`src/rtl/sipo_rx.sv`:
```
// Serial-in parallel-out receiver: MSB-first bits into WIDTH-bit words; word is registered on the edge sampling the last frame bit.
// One-entry valid/ready output register. A completion while full and not ready drops the new word and pulses overrun.
// Optional even-parity framing when SIPO_RX_PARITY_EN is defined (frame = WIDTH data bits + 1 parity bit).
module sipo_rx #(
    parameter int WIDTH = 4
) (
    input  logic                          clk,
    input  logic                          rst,
    input  logic                          serial_in,
    input  logic                          serial_valid,
    input  logic                          sync,
    output logic [WIDTH-1:0]              parallel_out,
    output logic                          out_valid,
    input  logic                          out_ready,
    output logic                          overrun,
    output logic                          parity_err,
    output logic [$clog2(WIDTH+2)-1:0]    bit_count
);

`ifdef SIPO_RX_PARITY_EN
    localparam int FL = WIDTH + 1;
`else
    localparam int FL = WIDTH;
`endif
    localparam int CW  = $clog2(WIDTH + 2);
    // Only FL-1 earlier bits are ever needed to form the word, so the shifter is that wide.
    localparam int SHW = FL - 1;

    logic [SHW-1:0]   sh;
    logic [WIDTH-1:0] word;
    logic             complete;
    logic             load;

    assign complete = serial_valid && !sync && (bit_count == CW'(FL - 1));
    assign load     = complete && (!out_valid || out_ready);

`ifdef SIPO_RX_PARITY_EN
    logic par;
    assign word = sh;
    assign par  = ^{sh, serial_in};
`else
    assign word = {sh, serial_in};
`endif

    always_ff @(posedge clk or negedge rst) begin
        if (!rst) begin
            sh        <= '0;
            bit_count <= '0;
        end else if (serial_valid) begin
            if (sync) begin
                sh        <= SHW'(serial_in);
                bit_count <= CW'(1);
            end else begin
                sh        <= SHW'({sh, serial_in});
                bit_count <= complete ? '0 : bit_count + CW'(1);
            end
        end
    end

    always_ff @(posedge clk or negedge rst) begin
        if (!rst) begin
            parallel_out <= '0;
            out_valid    <= 1'b0;
            overrun      <= 1'b0;
        end else begin
            overrun <= complete && out_valid && !out_ready;
            if (load) begin
                parallel_out <= word;
                out_valid    <= 1'b1;
            end else if (out_ready) begin
                out_valid    <= 1'b0;
            end
        end
    end

`ifdef SIPO_RX_PARITY_EN
    always_ff @(posedge clk or negedge rst) begin
        if (!rst) begin
            parity_err <= 1'b0;
        end else if (load) begin
            parity_err <= par;
        end
    end
`else
    assign parity_err = 1'b0;
`endif

endmodule

```
`config.mk`:
```
export PLATFORM = sky130hd
export DESIGN_NAME = sipo_rx
export DESIGN_NICKNAME = d
export VERILOG_FILES = /design/src/rtl/sipo_rx.sv
export SDC_FILE = /design/constraint.sdc
export NUM_CORES = 1
export LEC_CHECK = 0
export ABC_CLOCK_PERIOD_IN_PS = 1400
export BUFFER_PORTS_ARGS = -buffer_cell sky130_fd_sc_hd__buf_2
export CORE_AREA = 10 10 47 49
export DETAILED_ROUTE_END_ITERATION = 12
export DIE_AREA = 0 0 57 59
export GPL_TIMING_DRIVEN = 0
export PLACE_DENSITY = 0.68
export SKIP_LAST_GASP = 1
export SLEW_MARGIN = 10
export SYNTH_ARGS = -nofsm -noshare
export SYNTH_HDL_FRONTEND = slang
export SYNTH_SLANG_ARGS = --single-unit
```
`constraint.sdc`:
```
create_clock -name clk -period 1.4 [get_ports clk]
set_input_delay 0.07 -clock clk [delete_from_list [all_inputs] [get_ports clk]]
set_output_delay 0.07 -clock clk [all_outputs]
set_load 0.05 [all_outputs]
```
==> results by stage <==
Pwr:
- The leakage power summed over all cells is 0.351 nW.
- The peak supply drop is 0.657 mV.
- Summing internal, switching and leakage power gives 1.19 mW.
- The power density of the placed cells is 1760 mW/mm^2.

Finish:
- The layout overhead on the synthesized area is 29.1%.
- The net count reported at finish is 70.
- The post-route netlist has 50.0% of its cells at a drive strength greater than 1.
- After the flow finishes, the layout carries non-filler instances totaling 78.
- Leaving out fill and tap cells, the most frequent cells in the layout are 14 x sky130_fd_sc_hd__buf_2, 9 x sky130_fd_sc_hd__dfrtp_1.
- The layout filler cell count is 148.
- The final antenna diode count is 0.
- The most common cell after layout, fill and taps aside is sky130_fd_sc_hd__buf_2.

Floorplan:
- The total number of placement rows is 14.
- For this configuration, the core starts out at a cell density of 37.4%.
- The total core area is 0.00140 sq mm.
- From bottom edge to top edge, the die measures 59 microns.
- The number of ports placed on the die boundary is 16.
- The floorplan die area is 0.00336 sq mm.
- Measured along the x axis, the die boundary spans 57 microns.

Routing:
- The total number of vias is 344.
- Using the TritonRoute via totals, the vias-per-cell ratio works out to 4.41.
- The first-pass detailed-route iteration total is 3.
- The aggregate routed wire length is 1010 microns.
- After detailed routing, the number of remaining DRC violations is 0.
- The detailed router's first-iteration violation count is 2.
- The post-detailed-route count of antenna-violating nets is 0.
- The average routed wire per standard cell is 12.9 microns.

Placement:
- The half-perimeter wire length after detailed placement is 788 microns.
- After detailed placement, the design holds a cell count of 73.
- In this run the tool buffered the top-level ports with 14 buffer cells.
- The final weighted congestion in routability-driven placement is 0.702.

Critical path:
- For the worst setup path, the data arrival time is 1480 ps.
- The kind of start point of the critical path is a register.
- Across all register-to-register paths, the minimum setup slack is 70 ps.
- The critical path start-end classification is reg2reg.
- In this run the worst path has a maximum fanout of 4.
- In this run the critical register-to-register path is launched from bit_count[0].
- The worst endpoint required time is 1550 ps.
- The endpoint of the lowest-slack register-to-register path is parallel_out[3].
- The endpoint kind of the worst setup timing path is a register.
- The number of cells on the worst reg-to-reg path is 4.

CTS:
- In this run the deepest clock path goes through 2 buffers.
- The maximum level of the CTS H-tree is 1.
- The clock buffer count from CTS is 3.
- The TritonCTS clock tree is built.
- Clock-pin slew was measured on the worst setup and hold paths at 70 ps.
- At the later pin of the worst-skew pair, clock insertion delay measures 260 ps.
- The number of clock sinks is 12.
- The cell sitting at the root of the clock tree is a sky130_fd_sc_hd__clkbuf_4.
- Once the clock tree was built, the resizer swapped 0 gates to a different size.

GRT:
- After global routing the overflow that remains totals 0.
- For met3 alone, demand over resource in global routing was 3.00%.
- The first-pass GRT wire length is 1730 microns.
- The number of antenna violations at the first check in global routing is 0.
- The via count of the first global-routing pass came to 397.
- The met1 track utilization from global routing is 7.11%.
- For this run, global-route usage on met2 was measured as 9.77%.
- For this run, the total global-route usage over all layers was measured as 6.56%.
- The largest net degree at the start of global routing is 13.
- The layer flagged by global routing as most heavily used is met2.

Worst hold path:
- The tightest min-delay check is of the in2reg type.
- The destination of the worst hold path is parallel_out[0].
- Along the worst hold path, the cell count comes to 2.
- The beginning of the worst hold path is serial_in.

Run:
- Max-cap violations in this run came to 0.

STA:
- The top achievable clock speed is 0.751 GHz.
- The max-slew violation total from the final report was 0.
- The final worst clock skew is 1.67 ps.
- Of the available clock period, the critical path in the final layout requires 95.1%.
- Setup repair after global routing left no endpoint under its margin.
- The shortest period the worst path allows is 1330 ps.
- Setup violations remaining at the end of the flow were counted as 0.
- The number of failing hold endpoints at the final stage is 0.

Outcome:
- The flow ran to the end, and the final reports show no timing, DRC or antenna violations.

Logic synthesis:
- The count of unique library cells instantiated by Yosys is 18.
- The number of warnings reported in the yosys synthesis log is 0.
- The portion of the post-synthesis area used by sequential elements is 57.3%.
- In this run the cell area of the synthesized design comes to 524 sq um.
- After technology mapping, the gate count stands at 43.
- The flip-flop and latch count after synthesis is 12.
- Synthesis produced a netlist with a net count of 50.
- Each instance of the synthesized netlist takes up on average 12.2 sq um.
-- registers in the layout, summed over array words and instances (netlist names) --
name	cells
overrun	1
out_valid	1
parallel_out	4
sh	3
bit_count	3
-- worst max path at each step --
stage	start	endpoint	slack (ps)	cells past startpoint
after floorplan	bit_count[0]	parallel_out[0]	-10	4
after global placement	bit_count[0]	parallel_out[0]	100	4
after detailed placement	bit_count[0]	parallel_out[3]	90	4
after CTS	bit_count[0]	parallel_out[3]	70	4
after global routing	bit_count[0]	parallel_out[3]	20	4
final	bit_count[0]	parallel_out[3]	70	4
-- where the power goes --
group          internal (mW)  switching, mW
Combinational          0.148          0.315
Clock                  0.158          0.107
Sequential             0.419         0.0464
-- cell families (layout without fill, tap and decap cells) --
| group | after synthesis | after routing | share of synthesized area (%) |
|---|---|---|---|
| compound gates | 6 | 6 | 5.73 |
| mux | 5 | 5 | 13.6 |
| buf+inv | 5 | 24 | 4.30 |
| simple gates | 13 | 13 | 16.0 |
| other cells | 1 | 1 | 0.715 |
| flops | 12 | 12 | 57.3 |
| fa+ha+maj | 1 | 1 | 2.39 |
-- timing repair --
action | 4_1_cts | 5_1_grt
endpoints found under the hold margin | 12 | 0
hold buffers | 1 | 0
setup buffers | 0 | 0
-- layer usage --
layer  wire (microns)  share of wire (%)
met4               12                1.2
met3               82                8.1
met1              420                 42
met2              493                 49
met5                0                  0
-- layout make-up --
type                       instances  area, sq um  area share (%)
sequential                        12          304            44.9
multi-input combinational         26          214            31.6
timing repair buffer              15         80.1            11.8
clock buffer                       4         36.3            5.36
tap                               16         20.0            2.96
inverter                           4         15.0            2.22
buffer                             1         7.51            1.11
-- Yosys cell counts --
cell | n | share of area (%)
sky130_fd_sc_hd__and2_1 | 1 | 1.2
sky130_fd_sc_hd__nand2b_1 | 1 | 1.2
sky130_fd_sc_hd__nand3_4 | 1 | 3.3
sky130_fd_sc_hd__a21oi_1 | 2 | 1.9
sky130_fd_sc_hd__nand3_1 | 1 | 0.95
sky130_fd_sc_hd__nor2_1 | 2 | 1.4
sky130_fd_sc_hd__inv_1 | 4 | 2.9
sky130_fd_sc_hd__and2b_4 | 1 | 1.9
sky130_fd_sc_hd__nand2_1 | 4 | 2.9
sky130_fd_sc_hd__conb_1 | 1 | 0.72
sky130_fd_sc_hd__o21ai_0 | 4 | 3.8
sky130_fd_sc_hd__mux2_4 | 4 | 11
sky130_fd_sc_hd__and2b_1 | 1 | 1.4
sky130_fd_sc_hd__ha_1 | 1 | 2.4
sky130_fd_sc_hd__dfrtp_1 | 12 | 57
sky130_fd_sc_hd__mux2_2 | 1 | 2.1
sky130_fd_sc_hd__or2b_2 | 1 | 1.7
sky130_fd_sc_hd__buf_4 | 1 | 1.4
-- stage by stage --
| stage | setup TNS [ps] | hold slack [ps] | setup slack (ps) | cell area (sq um) | utilization [%] |
|---|---|---|---|---|---|
| finish | 0 | 46.2 | 68.4 | 677 | 48.3 |
| global route | 0 | 37.4 | 20.8 | 677 | 48.3 |
| CTS | 0 | 37.9 | 67.0 | 677 | 48.3 |
| detailed placement | 0 | -40.9 | 85.2 | 631 | 45.0 |
| global placement | 0 | -41.8 | 104 | 631 | 45.0 |
| floorplan | -44.3 | -226 | -11.1 | 541 | - |
-- critical path: stages, from the launching register on --
cell and delay (ps):
sky130_fd_sc_hd__dfrtp_2 440, sky130_fd_sc_hd__ha_4 170, sky130_fd_sc_hd__and2b_1 190, sky130_fd_sc_hd__nand3_4 110, sky130_fd_sc_hd__mux2_4 310
Note: power is estimated with default switching activity, not from simulation.
